`config.mk`:
```
export PLATFORM = sky130hd
export DESIGN_NAME = asr8_seq_ctrl
export DESIGN_NICKNAME = d
export VERILOG_FILES = /design/src/rtl/asr8_seq_ctrl_pkg.sv /design/src/rtl/asr8_seq_ctrl_asr8.sv /design/src/rtl/asr8_seq_ctrl.sv
export SDC_FILE = /design/constraint.sdc
export NUM_CORES = 1
export LEC_CHECK = 0
export ABC_CLOCK_PERIOD_IN_PS = 2600
export BUFFER_PORTS_ARGS = -buffer_cell sky130_fd_sc_hd__buf_4
export CAP_MARGIN = 5
export CELL_PAD_IN_SITES_DETAIL_PLACEMENT = 1
export CELL_PAD_IN_SITES_GLOBAL_PLACEMENT = 2
export CORE_ASPECT_RATIO = 0.8
export CORE_UTILIZATION = 30
export DETAILED_ROUTE_END_ITERATION = 10
export GPL_ROUTABILITY_DRIVEN = 0
export GPL_TIMING_DRIVEN = 0
export PLACE_DENSITY_LB_ADDON = 0.3
export SETUP_SLACK_MARGIN = 0.05
export SKIP_LAST_GASP = 1
export SYNTH_ARGS = -nofsm -noshare
export SYNTH_HDL_FRONTEND = slang
export SYNTH_SLANG_ARGS = --single-unit
export TNS_END_PERCENT = 100
```
`constraint.sdc`:
```
create_clock -name clk -period 2.6 [get_ports clk]
set_clock_uncertainty 0.1 [all_clocks]
set_input_delay 0.65 -clock clk [delete_from_list [all_inputs] [get_ports clk]]
set_output_delay 0.65 -clock clk [all_outputs]
set_load 0.05 [all_outputs]
```
`src/rtl/asr8_seq_ctrl_pkg.sv`:
```
// Shared types and constants for the multi-pass arithmetic right-shift sequencer.
package asr8_seq_ctrl_pkg;

   typedef enum logic [1:0] {
      ST_IDLE  = 2'd0,
      ST_SHIFT = 2'd1,
      ST_DONE  = 2'd2
   } state_e;

   // Fixed by the 2-bit shamt of the shared ASR8.
   localparam int unsigned STEP_MAX = 3;

   localparam logic [7:0] ALL0 = 8'h00;
   localparam logic [7:0] ALL1 = 8'hFF;

   // Once saturated, further arithmetic shifts cannot change the value.
   function automatic logic is_sat(input logic [7:0] v);
      return (v == ALL0) || (v == ALL1);
   endfunction

endpackage

```
`src/rtl/asr8_seq_ctrl_asr8.sv`:
```
// Combinational 8-bit arithmetic right shifter, 0..3 bits.
module asr8_seq_ctrl_asr8 (
   input  logic [7:0] d_in,
   input  logic [1:0] shamt,
   output logic [7:0] d_out
);

   assign d_out = 8'($signed(d_in) >>> shamt);

endmodule

```
`src/rtl/asr8_seq_ctrl.sv`:
```
// Sequences arithmetic right shifts of 0..2**SHW-1 bits through one 3-bit ASR8,
// with valid/ready handshakes and early exit on saturation.
module asr8_seq_ctrl
   import asr8_seq_ctrl_pkg::*;
#(
   parameter int unsigned SHW = 4
) (
   input  logic           clk,
   input  logic           reset,
   input  logic           in_valid,
   output logic           in_ready,
   input  logic [7:0]     d_in,
   input  logic [SHW-1:0] shamt,
   output logic           out_valid,
   input  logic           out_ready,
   output logic [7:0]     d_out,
   output logic           busy
);

   state_e         state_q, state_d;
   logic [7:0]     data_q, data_d;
   logic [SHW-1:0] rem_q, rem_d;
   logic           in_ready_q, in_ready_d;
   logic           out_valid_q, out_valid_d;
   logic           busy_q, busy_d;

   logic [1:0]     step;
   logic [7:0]     asr_out;

   // step = min(rem, STEP_MAX), so rem never underflows.
   always_comb begin
      step = (rem_q > SHW'(STEP_MAX)) ? 2'(STEP_MAX) : rem_q[1:0];
   end

   asr8_seq_ctrl_asr8 u_asr8 (
      .d_in  (data_q),
      .shamt (step),
      .d_out (asr_out)
   );

   always_comb begin
      state_d = state_q;
      data_d  = data_q;
      rem_d   = rem_q;
      case (state_q)
         ST_IDLE: begin
            if (in_valid) begin
               data_d  = d_in;
               rem_d   = shamt;
               state_d = ((shamt == '0) || is_sat(d_in)) ? ST_DONE : ST_SHIFT;
            end
         end
         ST_SHIFT: begin
            data_d = asr_out;
            rem_d  = rem_q - SHW'(step);
            if ((rem_d == '0) || is_sat(asr_out)) begin
               state_d = ST_DONE;
            end
         end
         ST_DONE: begin
            if (out_ready) begin
               state_d = ST_IDLE;
            end
         end
         default: state_d = ST_IDLE;
      endcase

      // Handshake outputs are registered alongside the state they decode.
      in_ready_d  = (state_d == ST_IDLE);
      out_valid_d = (state_d == ST_DONE);
      busy_d      = (state_d == ST_SHIFT) || (state_d == ST_DONE);
   end

   always_ff @(posedge clk) begin
      if (reset) begin
         state_q     <= ST_IDLE;
         data_q      <= ALL0;
         rem_q       <= '0;
         in_ready_q  <= 1'b1;
         out_valid_q <= 1'b0;
         busy_q      <= 1'b0;
      end else begin
         state_q     <= state_d;
         data_q      <= data_d;
         rem_q       <= rem_d;
         in_ready_q  <= in_ready_d;
         out_valid_q <= out_valid_d;
         busy_q      <= busy_d;
      end
   end

   assign in_ready  = in_ready_q;
   assign out_valid = out_valid_q;
   assign busy      = busy_q;
   assign d_out     = data_q;

endmodule

```
Yosys cells after proc, flatten, opt, wreduce, memory -nomap -nowiden
Index checks and enable logic that the tools add are counted.
{"block": "totals", "romBits": 0, "out_inout_bits": 11, "latch_bits": 0, "regBits": 17, "in_bits": 16, "ramBits": 0, "memories": 0}
{"block": "classes", "reduce_logical": 13, "n_eq_ne": 7, "n_bitwise": 0, "n_div": 0, "shifts": 1, "mul": 0, "add_sub_neg": 1, "order_cmp": 1, "muxes": 10}
{"cell": "equality test 8 bit, second input constant", "n": 2}
{"cell": "zero test 8 bit", "n": 2}
{"cell": "case mux 8 bit (2 select lines)", "n": 1}
{"cell": "two-way mux 2 bit", "n": 5}
{"cell": "zero test 4 bit", "n": 2}
{"cell": "two-way mux 8 bit", "n": 1}
{"cell": "case mux 4 bit (2 select lines)", "n": 1}
{"cell": ">>> shifter 8 x 2 -> 8 bit", "n": 1}
{"cell": "case mux 2 bit (3 select lines)", "n": 1}
{"cell": "logical OR 1 bit", "n": 5}
{"cell": "equality test 2 x 1 -> 1 bit, second input constant", "n": 2}
{"cell": "equality test 2 bit, second input constant", "n": 2}
{"cell": "> comparator 4 x 2 -> 1 bit, second input constant", "n": 1}
{"cell": "zero test 2 bit", "n": 2}
{"cell": "two-way mux 4 bit", "n": 1}
{"cell": "subtractor 4 x 2 -> 4 bit", "n": 1}
{"cell": "inequality test 2 bit, second input constant", "n": 1}
{"cell": "AND reduction 2 bit", "n": 1}
{"cell": "nonzero test 2 bit", "n": 1}

Logic depth before layout (Yosys ltp)
Gate-level depths: netlist of run 1.
{"block": "depth", "word_depth": 10, "mapped_depth": 9}

Hierarchy
Synthesis of run 1 repeated with hierarchy kept, for this count alone.
{"block": "hier_totals", "cells_unflattened": 136, "area_unflattened_um2": 1173.6}
{"module": "asr8_seq_ctrl", "area_per_inst_um2": 970.9, "n_inst": 1, "cells_each": 124, "seq_area_each_um2": 340.3}
{"module": "asr8_seq_ctrl_asr8", "area_per_inst_um2": 202.7, "n_inst": 1, "cells_each": 12, "seq_area_each_um2": 0.0}

Worst setup path after synthesis of run 1
OpenSTA, ideal clock, no wires.
{"block": "synth_path", "path_kind": "register to register", "from": "reg data_q[6], in the netlist d_out[6]", "to": "reg in_ready_q, in the netlist in_ready", "slack_ns": -0.004, "path_buffers": 1, "required_time_ns": 2.377, "arrival_time_ns": 2.381, "setup_time_ns": 0.123, "stages_incl_launch_ff": 9, "cell_sequence": "dfxtp_1 -> clkbuf_1 -> nor2b_1 -> o21ai_0 -> nand2_1 -> or3_1 -> a31o_2 -> ha_1 -> or2_2"}
{"block": "synth_via", "elab_chain_cells": 7, "elab_cells_between_ends": 8}
{"item": "start, declared", "line_no": "asr8_seq_ctrl.sv:21", "text": "logic [7:0] data_q, data_d;"}
{"item": "start signal, assigned", "line_no": "asr8_seq_ctrl.sv:84", "text": "data_q <= data_d;"}
{"item": ">>> shifter 8 x 2 -> 8 bit *", "line_no": "asr8_seq_ctrl_asr8.sv:8", "text": "assign d_out = 8'($signed(d_in) >>> shamt);"}
{"item": "equality test 8 bit or zero test 8 bit (tied branches)", "line_no": "asr8_seq_ctrl_pkg.sv:18", "text": "return (v == ALL0) || (v == ALL1);"}
{"item": "logical OR 1 bit *", "line_no": "asr8_seq_ctrl_pkg.sv:18"}
{"item": "logical OR 1 bit *", "line_no": "asr8_seq_ctrl.sv:56", "text": "if ((rem_d == '0) || is_sat(asr_out)) begin"}
{"item": "two-way mux 2 bit *", "line_no": "asr8_seq_ctrl.sv:56"}
{"item": "case mux 2 bit (3 select lines) *", "line_no": "asr8_seq_ctrl.sv:45", "text": "case (state_q)"}
{"item": "zero test 2 bit *", "line_no": "asr8_seq_ctrl.sv:69", "text": "in_ready_d = (state_d == ST_IDLE);"}
{"item": "named net in_ready_d", "line_no": "asr8_seq_ctrl.sv:23", "text": "logic in_ready_q, in_ready_d;"}
{"item": "end signal, assigned", "line_no": "asr8_seq_ctrl.sv:86", "text": "in_ready_q <= in_ready_d;"}
{"item": "end, declared", "line_no": "asr8_seq_ctrl.sv:23"}
The timed path passes the listed nets; every way through them passes the cells marked *.
A chain may end at the register's enable or synchronous reset.

Worst setup path in the final report of run 1
{"block": "layout_path", "from": "reg rem_q[1]", "to": "reg in_ready_q, in the netlist in_ready"}
{"block": "layout_via", "elab_chain_cells": 9, "elab_cells_between_ends": 12}
{"item": "start, declared", "line_no": "asr8_seq_ctrl.sv:22", "text": "logic [SHW-1:0] rem_q, rem_d;"}
{"item": "start signal, assigned", "line_no": "asr8_seq_ctrl.sv:85", "text": "rem_q <= rem_d;"}
{"item": "branches (longest 5 deep; another with > comparator 4 x 2 -> 1 bit)"}
{"item": "logical OR 1 bit *", "line_no": "asr8_seq_ctrl.sv:56"}
{"item": "two-way mux 2 bit *", "line_no": "asr8_seq_ctrl.sv:56"}
{"item": "case mux 2 bit (3 select lines) *", "line_no": "asr8_seq_ctrl.sv:45"}
{"item": "zero test 2 bit *", "line_no": "asr8_seq_ctrl.sv:69"}
{"item": "named net in_ready_d", "line_no": "asr8_seq_ctrl.sv:23"}
Mark *: on every way through the listed nets, which the timed path passes.

==> impl_results.rst, run 1 <==
.. list-table::
   :header-rows: 1

   * - Metric
     - Value
   * - Result of the run
     - finished clean
   * - Overall Global Routing Usage
     - about a fifth
   * - Area of the mapped netlist
     - roughly 1200 sq um
   * - Top delay family on crit path
     - simple AND/OR/NAND/NOR gates
   * - Commonest cells post-synth
     - 17 x sky130_fd_sc_hd__dfxtp_1, 14 x sky130_fd_sc_hd__nand2_1, 14 x sky130_fd_sc_hd__nor2_1, 9 x sky130_fd_sc_hd__a21oi_1
   * - Count of clock tree sinks
     - 17
   * - First-pass iteration count of the detailed router
     - 5
   * - Transition time at the pin with the least slew margin
     - slightly below 800 ps
   * - Multiplexer share of the synthesized area
     - about 5.3%
   * - Final setup violation count
     - 0
   * - Cell-by-cell trace of the critical path
     - buf_6, or3_4, o22a_4, a221oi_4, nand3b_4, a31o_4, ha_1, or2_2
   * - Hold bufs inserted after CTS
     - 0
   * - Clock H-tree levels
     - 1
   * - Sequential cell fraction of total power
     - a little over a quarter
   * - Arrival time at the worst endpoint
     - 2530 ps
   * - Overall die width
     - 73.3 um
   * - Simple-Gate Fraction of Synth Area
     - between 20% and 30%
   * - Die Y
     - just under 60 um
   * - Class of the worst hold path
     - flip-flop to flip-flop
   * - Synthesis-stage register bit count
     - 17
   * - Growth of design area from synthesis to finish
     - 33.9%
   * - Final net count
     - roughly 210
   * - Half-perimeter wire length after detailed placement
     - approximately 3200 um
   * - Most numerous cell in the Yosys netlist
     - sky130_fd_sc_hd__dfxtp_1
   * - Fraction of synthesized cell area taken by the top area cell type
     - between 20 and 30%
   * - TritonCTS buffer count
     - 3
   * - DRC viols
     - 0
   * - First DRT Iteration DRCs
     - 70
   * - Longest Clk Path Bufs
     - 2
   * - Clock root buffer
     - sky130_fd_sc_hd__clkbuf_8
   * - Start-to-end type of the worst setup path
     - flip-flop to flip-flop
   * - P_sw
     - 585 uW
   * - Fin. max-slew vios
     - 0
   * - Number of antenna violations at the first check in global routing
     - 0
   * - Crit path setup slack, layout
     - 122 ps
   * - Power per cell area
     - roughly 800 nW/um^2
   * - Combinational share of power
     - 56.4%
   * - Number of enable-type register cells in the synthesized netlist
     - 0
   * - Cell types occupying the most area after synthesis
     - sky130_fd_sc_hd__dfxtp_1 28%, sky130_fd_sc_hd__nand2_1 4.3%, sky130_fd_sc_hd__nor2_1 4.3%, sky130_fd_sc_hd__nor4_1 4.1%, sky130_fd_sc_hd__a21oi_1 3.7%
   * - Via count of the first global-routing pass
     - approximately 1.3k
   * - Max Clock Freq
     - 0.404 GHz
   * - TritonCTS clock tree
     - yes
   * - Antenna Diode Count
     - 0
   * - Worst-path fanout max
     - 10
   * - Average cell area after synthesis
     - 7.98 sq um
   * - Total count of hold-check failures in the final report
     - 0
   * - Post-route ant nets
     - 0
   * - # port buffers
     - 25
   * - WL final
     - roughly 4400 um
   * - Category of the worst setup path launch point
     - flip-flop
   * - Post-synthesis cell count
     - roughly 150
   * - Max_cap viols
     - 0
   * - Leakage dissipation
     - a little over 0.6 nW
   * - Synthesized netlist net count
     - 172
   * - Required time worst endpoint
     - 2650 ps
   * - Sequential cell area fraction in the yosys report
     - between 20% and 30%
   * - Fraction of layout instances using a drive strength above 1
     - about 33%
   * - Total core area
     - 3850 sq um
   * - Post-synthesis share of cell area spent on xor and xnor gates
     - 0%
   * - Worst slew slack as a fraction of its limit
     - roughly half
   * - Share of async-settable or async-resettable flops after synthesis
     - 0%
   * - Number of cells in the finished layout apart from fillers
     - around 240
   * - Die Footprint
     - 4330 sq um
   * - Cell taking the most area after synthesis
     - sky130_fd_sc_hd__dfxtp_1
   * - Count of synthesis-stage warnings from yosys
     - 0
   * - Number of buffer and inverter stages on the critical path
     - 1
   * - Cell-internal power
     - 714 uW
   * - Ports
     - 27
   * - Skew-Pair Late Insertion Delay
     - between 200 and 300 ps
   * - Highest-delay cell along the critical path
     - sky130_fd_sc_hd__or3_4
   * - Worst-case setup slack after placement
     - -14.7 ps
   * - Unrepaired setup endpoints after global routing
     - no
   * - Overflow left after global routing
     - 0
   * - Pin count of the biggest net entering global routing
     - 11
   * - Cell count after placement
     - between 200 and 250
   * - Layout filler cell count
     - about 480
   * - Total Power
     - around 1.3 mW
   * - Portion of total power attributed to the clock network
     - between 10% and 20%
   * - Drt wl/cell
     - between 15 and 20 um
   * - Standard-cell row count
     - 20
   * - Unique cell type count in the Yosys netlist
     - between 50 and 60
   * - Wire length of the first global-routing pass
     - approximately 6800 um
   * - Vias per inst
     - 5.63
   * - Post-synth top flop
     - sky130_fd_sc_hd__dfxtp_1
   * - Fin crit period
     - 2480 ps
   * - Type of element capturing the critical path
     - flip-flop
   * - Main combinational cell family by area after synthesis
     - compound AO/OA/AOI/OAI gates
   * - Total via count in the routed design
     - about 1.4k
   * - Area share of fa/ha/maj cells after synthesis
     - ~3.1%
   * - Net Sw Frac
     - a little under half
   * - Clk slew on worst S/H paths
     - roughly 80 ps
   * - Slowest Stage Delay on Critical Path
     - 430 ps
   * - Share of the synthesized area in compound gates (AO/OA/AOI/OAI)
     - 30.7%
   * - Initial Utilization
     - a little under a third
   * - Worst vdd ir
     - between 0.4 and 0.5 mV
   * - Final period utilization
     - 95.3%
## power groups by stage
stage                     Sequential, mW  Combinational (mW)  Clock, mW
after detailed placement           0.358               0.635          0
after CTS                          0.353               0.677      0.219
after global placement             0.357               0.614          0
final                              0.355               0.732      0.212
after floorplan                    0.444               0.362          0
after global routing               0.361               0.782      0.225
## sequential cells by signal, indices dropped and copies added, names as in the netlist
name,flops
rem_q,4
in_ready,1
d_out,8
state_q,2
out_valid,1
busy,1
## layout by cell type (no fill, tap or decap), types with 3 or more instances in the layout
master	n
sky130_fd_sc_hd__o21ai_0	6
sky130_fd_sc_hd__nor2b_1	5
sky130_fd_sc_hd__inv_1	5
sky130_fd_sc_hd__o21ai_1	3
sky130_fd_sc_hd__ha_1	3
sky130_fd_sc_hd__clkbuf_8	3
sky130_fd_sc_hd__nand3_1	4
sky130_fd_sc_hd__nor2_1	14
sky130_fd_sc_hd__buf_4	33
sky130_fd_sc_hd__mux2_2	4
sky130_fd_sc_hd__dfxtp_1	15
sky130_fd_sc_hd__o211ai_1	3
sky130_fd_sc_hd__nor4_1	8
sky130_fd_sc_hd__nor3_1	3
sky130_fd_sc_hd__a21oi_1	9
sky130_fd_sc_hd__nand2_1	14
sky130_fd_sc_hd__clkbuf_1	5
## per-stage QoR
stage	util (%)	setup TNS (ps)	area (sq um)	hold slack [ps]
5_1_grt	42.4	0	1640	483
6_report	42.4	0	1640	454
3_3_place_gp	38.4	0	1480	430
2_1_floorplan	-	0	1220	463
4_1_cts	40.5	0	1560	450
3_5_place_dp	38.4	-21.5	1480	439
## layer usage
metal,global-route usage (%),vias to the layer above,wire length (um),share of wire (%)
met2,33.6,38,2000,45
met4,5.77,0,19,0.43
met5,0,-,0,0
li1,-,658,-,-
met3,4.59,2,154,3.5
met1,29.2,664,2240,51
## cell type report
type,count,area [sq um],area share [%]
clock buffers,4,45.0,2.75
flip-flops and latches,17,343,21.0
repair buffers,31,233,14.2
plain buffers,9,57.6,3.52
inverters,5,18.8,1.15
well taps,55,68.8,4.21
multi-input cells,121,870,53.2
## final timing paths
path                                  to      from  slack, ps  depth (start not counted)
worst max register to register  in_ready  rem_q[1]        120                          8
worst max-delay path            in_ready  rem_q[1]        120                          8
worst min-delay path            d_out[0]  d_out[0]        450                          2
worst min register to register  d_out[0]  d_out[0]        450                          2
## timing repair
item / CTS / global route
endpoints found under the setup margin: 2 / 2
pin swaps: 0 / 5
resized for setup: 6 / 11
setup buffers: 0 / 6
cloned: 0 / 0
## worst min-delay path: stages (launching register included)
cell and delay [ps]:
sky130_fd_sc_hd__dfxtp_1 340, sky130_fd_sc_hd__nor2_1 110, sky130_fd_sc_hd__a311oi_1 60
## cell families after synthesis
logic type | Yosys count
compound gates | 51
fa+ha+maj | 3
buf+inv | 15
flops | 17
mux | 6
simple gates | 61
Note: power is estimated with default switching activity, not from simulation.
==> inputs of run 2 (changes only) <==
CORE_MARGIN = 2   (was unset)
==> impl_results.rst, run 2 (synthesis gave the netlist of run 1 again) <==
.. list-table::
   :header-rows: 1

   * - Metric
     - Value
   * - Fraction of layout instances using a drive strength above 1
     - around a third
   * - Max FFs per register
     - 8
   * - Number of buffer and inverter stages on the critical path
     - 1
   * - Portion of total power attributed to the clock network
     - roughly 16%
   * - Cell count after placement
     - roughly 230
   * - # port buffers
     - 25
   * - Worst slew slack as a fraction of its limit
     - 50.4%
   * - Worst vdd ir
     - about 0.46 mV
   * - Count of clock tree sinks
     - 17
   * - Overall Global Routing Usage
     - 21.2%
   * - Growth of design area from synthesis to finish
     - 34.4%
   * - GR Layer Usage met2
     - approximately a third
   * - Start-to-end type of the worst setup path
     - flip-flop to flip-flop
   * - Antenna Diode Count
     - 0
   * - Skew-Pair Late Insertion Delay
     - 260 ps
   * - P_sw
     - 587 uW
   * - Total via count in the routed design
     - about 1.4k
   * - Number of antenna violations at the first check in global routing
     - 0
   * - Leakage dissipation
     - 0.627 nW
   * - Pin count of the biggest net entering global routing
     - 11
   * - Sequential cell fraction of total power
     - 27.6%
   * - Layer carrying the most global-route usage
     - met2
   * - Initial Utilization
     - a little under a third
   * - Final setup violation count
     - 0
   * - Via count of the first global-routing pass
     - roughly 1.3k
   * - DRC viols
     - 0
   * - Clock H-tree levels
     - 1
   * - Clock root buffer
     - sky130_fd_sc_hd__clkbuf_8
   * - Worst-case setup slack after placement
     - -30.4 ps
   * - Most used cells in the layout excluding fill and tap cells
     - 34 x sky130_fd_sc_hd__buf_4, 15 x sky130_fd_sc_hd__dfxtp_1, 14 x sky130_fd_sc_hd__nor2_1, 14 x sky130_fd_sc_hd__nand2_1, 9 x sky130_fd_sc_hd__a21oi_1
   * - Number of cells in the finished layout apart from fillers
     - between 200 and 250
   * - Unrepaired setup endpoints after global routing
     - no
   * - Post-route ant nets
     - 0
   * - First DRT Iteration DRCs
     - between 80 and 90
   * - Final core utilization
     - 42.6%
   * - Crit path setup slack, layout
     - between 100 and 150 ps
   * - Die Footprint
     - around 4600 sq um
   * - Cell-by-cell trace of the critical path
     - buf_6, or3_4, o22a_4, a221oi_4, nand3b_4, a31o_4, ha_1, or2_2
   * - Cell-internal power
     - between 700 and 800 uW
   * - Vias per inst
     - around 5.6
   * - Power per cell area
     - approximately 800 nW/um^2
   * - Wire length of the first global-routing pass
     - between 7000 and 8000 um
   * - Highest-delay cell along the critical path
     - sky130_fd_sc_hd__or3_4
   * - Most common cell after layout, fill and taps aside
     - sky130_fd_sc_hd__buf_4
   * - Type of element capturing the critical path
     - flip-flop
   * - Clk slew on worst S/H paths
     - roughly 70 ps
   * - Half-perimeter wire length after detailed placement
     - between 3000 and 4000 um
   * - Area of all placed cells without fillers
     - 1640 sq um
   * - TritonCTS buffer count
     - 3
   * - Final net count
     - just over 200
   * - Placed inst area
     - ~1500 sq um
   * - Overflow left after global routing
     - 0
   * - Required time worst endpoint
     - 2650 ps
   * - First-pass iteration count of the detailed router
     - 4
   * - Longest Clk Path Bufs
     - 2
   * - Net Sw Frac
     - approximately 45%
   * - Total Power
     - 1.31 mW
   * - GR Util met1
     - between 20 and 30%
   * - Total core area
     - 3850 sq um
   * - WL final
     - 4510 um
   * - Fin. max-slew vios
     - 0
   * - Hold bufs inserted after CTS
     - 0
   * - Drt wl/cell
     - ~19 um
   * - Fin crit period
     - around 2500 ps
   * - Max Clock Freq
     - a little over 0.4 GHz
   * - Die Y
     - between 60 and 70 um
   * - Top delay family on crit path
     - simple AND/OR/NAND/NOR gates
   * - Class of the worst hold path
     - flip-flop to flip-flop
   * - Total count of hold-check failures in the final report
     - 0
   * - Layout filler cell count
     - between 400 and 500
   * - Arrival time at the worst endpoint
     - 2510 ps
   * - Met3 Usage GRT
     - under 10%
   * - Worst-path fanout max
     - 10
   * - Ports
     - 27
   * - Transition time at the pin with the least slew margin
     - between 700 and 800 ps
   * - Slowest Stage Delay on Critical Path
     - approximately 430 ps
   * - Final period utilization
     - 94.7%
   * - Result of the run
     - finished clean
   * - Overall die width
     - about 75 um
   * - Standard-cell row count
     - 20
   * - Category of the worst setup path launch point
     - flip-flop
   * - Combinational share of power
     - 56.3%
   * - TritonCTS clock tree
     - yes
   * - Max_cap viols
     - 0
run 2: cell types whose count changed in the layout (fill, tap and decap cells not counted):
cell / delta
sky130_fd_sc_hd__buf_2: -1
sky130_fd_sc_hd__buf_4: +1
sky130_fd_sc_hd__clkbuf_1: -1
sky130_fd_sc_hd__clkbuf_4: +1
run 2: final cells by class:
type,count,area [sq um],area share [%]
multi-input combinational,121,870,53.0
sequential,17,343,20.9
timing repair buffer,32,240,14.6
tap,55,68.8,4.19
buffer,8,56.3,3.43
clock buffer,4,45.0,2.74
inverter,5,18.8,1.14
run 2: power groups by stage:
stage	clock, mW	sequential (mW)	combinational (mW)
floorplan	0	0.444	0.362
global placement	0	0.357	0.614
detailed placement	0	0.358	0.635
CTS	0.211	0.354	0.696
global route	0.228	0.368	0.793
finish	0.212	0.361	0.737
run 2: final timing paths:
kind | to | slack (ps) | startpoint | depth (start not counted)
worst max-delay path | in_ready | 140 | rem_q[1] | 8
worst min-delay path | d_out[6] | 440 | d_out[6] | 2
worst max register to register | in_ready | 140 | rem_q[1] | 8
worst min register to register | d_out[6] | 440 | d_out[6] | 2
run 2: layer usage:
layer  share of wire, %  vias to the layer above
li1                   -                      657
met3                4.5                        2
met2                 46                       35
met1                 49                      665
met5                  0                        -
met4               0.36                        0
run 2: tightest hold or removal path: stages, from the launching register on:
cell and delay (ps):
sky130_fd_sc_hd__dfxtp_2 370, sky130_fd_sc_hd__nand2_1 70, sky130_fd_sc_hd__a21oi_1 60
run 2: what timing repair did:
| action | in CTS | in global routing |
|---|---|---|
| pin swaps | 1 | 4 |
| setup endpoints to repair | 2 | 3 |
| setup buffers | 2 | 5 |
| gates resized for setup | 11 | 7 |
run 2: per-stage QoR:
stage	setup TNS [ps]	hold WS [ps]
final	0	438
after global placement	0	430
after floorplan	0	463
after detailed placement	-55.0	444
after global routing	0	489
after CTS	0	455
==> inputs of run 3 (changes only) <==
PLACE_DENSITY = 0.89   (was unset)
PLACE_DENSITY_LB_ADDON = unset   (was 0.3)
==> impl_results.rst, run 3 (synthesis gave the netlist of run 1 again) <==
.. list-table::
   :header-rows: 1

   * - Metric
     - Value
   * - Result of the run
     - finished clean
   * - Number of buffer and inverter stages on the critical path
     - 1
   * - Half-perimeter wire length after detailed placement
     - roughly 3000 um
   * - Total core area
     - between 3000 and 4000 sq um
   * - Most common cell after layout, fill and taps aside
     - sky130_fd_sc_hd__buf_4
   * - Overflow left after global routing
     - 0
   * - Worst R2R End
     - in_ready
   * - First-pass iteration count of the detailed router
     - 4
   * - Die Y
     - 61.1 um
   * - Critical path endpoint
     - in_ready
   * - Slowest Stage Delay on Critical Path
     - ~540 ps
   * - Overall die width
     - 75.3 um
   * - Clock root buffer
     - sky130_fd_sc_hd__clkbuf_8
   * - Total Power
     - ~1.3 mW
   * - Overall Global Routing Usage
     - 19.1%
   * - Arrival time at the worst endpoint
     - between 2000 and 3000 ps
   * - Longest Clk Path Bufs
     - 2
   * - Total via count in the routed design
     - ~1.3k
   * - Antenna Diode Count
     - 0
   * - Max Clock Freq
     - between 0.3 and 0.4 GHz
   * - WL final
     - 4300 um
   * - Reg-to-Reg Start
     - rem_q[3]
   * - Ports
     - 27
   * - Initial Utilization
     - roughly a third
   * - Max FFs per register
     - 8
   * - Type of element capturing the critical path
     - flip-flop
   * - Leakage dissipation
     - a little over 0.6 nW
   * - Final net count
     - 203
   * - Final period utilization
     - between 90% and 100%
   * - TritonCTS buffer count
     - 3
   * - Worst vdd ir
     - 0.275 mV
   * - Worst-path fanout max
     - 10
   * - Register-to-Register Setup Slack
     - 80 ps
   * - Standard-cell row count
     - 20
   * - Crit path setup slack, layout
     - 84.9 ps
   * - First DRT Iteration DRCs
     - 126
   * - Count of clock tree sinks
     - 17
   * - Power per cell area
     - between 700 and 800 nW/um^2
   * - Growth of design area from synthesis to finish
     - 31.8%
   * - Hold bufs inserted after CTS
     - 0
   * - Wire length of the first global-routing pass
     - about 6400 um
   * - Total count of hold-check failures in the final report
     - 0
   * - Launch point of the worst path
     - rem_q[3]
   * - Worst path depth
     - 8
   * - Via count of the first global-routing pass
     - between 1k and 1.5k
   * - DRC viols
     - 0
   * - Post-route ant nets
     - 0
   * - Fraction of layout instances using a drive strength above 1
     - between 30 and 40%
   * - Category of the worst setup path launch point
     - flip-flop
   * - Top delay family on crit path
     - simple AND/OR/NAND/NOR gates
   * - Drt wl/cell
     - roughly 18 um
   * - Highest-delay cell along the critical path
     - sky130_fd_sc_hd__or4_1
   * - Cell-by-cell trace of the critical path
     - buf_6, or4_1, o221ai_2, a41oi_1, nand3b_4, a31o_4, ha_1, or2_2
   * - Transition time at the pin with the least slew margin
     - between 700 and 800 ps
   * - Skew-Pair Late Insertion Delay
     - 270 ps
   * - Clk slew on worst S/H paths
     - roughly 80 ps
   * - Number of cells in the finished layout apart from fillers
     - around 240
   * - Cell count after placement
     - 233
   * - Fin. max-slew vios
     - 0
   * - Final setup violation count
     - 0
   * - # port buffers
     - 25
   * - Number of antenna violations at the first check in global routing
     - 0
   * - Pin count of the biggest net entering global routing
     - 12
   * - Clock H-tree levels
     - 1
   * - Vias per inst
     - roughly 5.6
   * - Worst slew slack as a fraction of its limit
     - about half
   * - Fin crit period
     - around 2500 ps
   * - Start-to-end type of the worst setup path
     - flip-flop to flip-flop
   * - Worst-case reg-to-reg path depth
     - 8
   * - Most used cells in the layout excluding fill and tap cells
     - 30 x sky130_fd_sc_hd__buf_4, 15 x sky130_fd_sc_hd__dfxtp_1, 14 x sky130_fd_sc_hd__nor2_1, 14 x sky130_fd_sc_hd__nand2_1, 9 x sky130_fd_sc_hd__a21oi_1
   * - Worst-case setup slack after placement
     - 13.3 ps
   * - Class of the worst hold path
     - flip-flop to flip-flop
   * - Final core utilization
     - approximately two fifths
   * - Required time worst endpoint
     - between 2000 and 3000 ps
   * - Die Footprint
     - 4600 sq um
   * - Max_cap viols
     - 0
   * - TritonCTS clock tree
     - yes
## run 3: cell count changes in the layout (fill, tap and decap cells not counted), sizes merged
cell,before,now
clkinvlp,0,1
buf,36,33
clkbuf,8,6
## run 3: worst min-delay path by stage
stage,depth (start not counted),to,from
CTS,2,d_out[0],d_out[0]
detailed placement,2,d_out[0],d_out[0]
finish,2,d_out[6],d_out[6]
floorplan,2,rem_q[1],state_q[1]
global placement,2,d_out[0],d_out[0]
global route,2,d_out[6],d_out[6]
## run 3: where the power goes
group	switching, mW	internal (mW)
clock	0.111	0.108
sequential	0.0584	0.305
combinational	0.411	0.280
## run 3: repair_timing
| action | in CTS | in global routing |
|---|---|---|
| buffers inserted | 0 | 3 |
| setup endpoints to repair | 2 | 3 |
| gates resized for setup | 4 | 13 |
| cloned | 0 | 0 |
| pin swaps | 0 | 4 |
## run 3: cell type report
type                       count  area [sq um]
buffer                         8          53.8
inverter                       5          18.8
tap                           55          68.8
fill                         489          2240
clock buffer                   3          41.3
timing repair buffer          28           210
multi-input combinational    121           866
clock inverter                 1          7.51
sequential                    17           343
## run 3: worst register-to-register path, stage by stage (launching register included)
cell,delay (ps)
sky130_fd_sc_hd__dfxtp_1,310
sky130_fd_sc_hd__buf_6,130
sky130_fd_sc_hd__or4_1,550
sky130_fd_sc_hd__o221ai_2,250
sky130_fd_sc_hd__a41oi_1,130
sky130_fd_sc_hd__nand3b_4,250
sky130_fd_sc_hd__a31o_4,260
sky130_fd_sc_hd__ha_1,170
sky130_fd_sc_hd__or2_2,260
## run 3: metal layers
layer	global-route usage [%]	wire length (um)	vias to the layer above
met5	0	0	-
met4	5.76	53	0
met3	4.26	247	8
met2	27.7	1970	34
met1	28.1	2020	645
li1	-	-	649
## run 3: stage by stage
step                hold WS, ps  cell area (sq um)  setup TNS, ps
global placement            424               1480              0
CTS                         464               1560              0
finish                      449               1610              0
detailed placement          436               1480              0
floorplan                   463               1220              0
global route                490               1610          -38.4
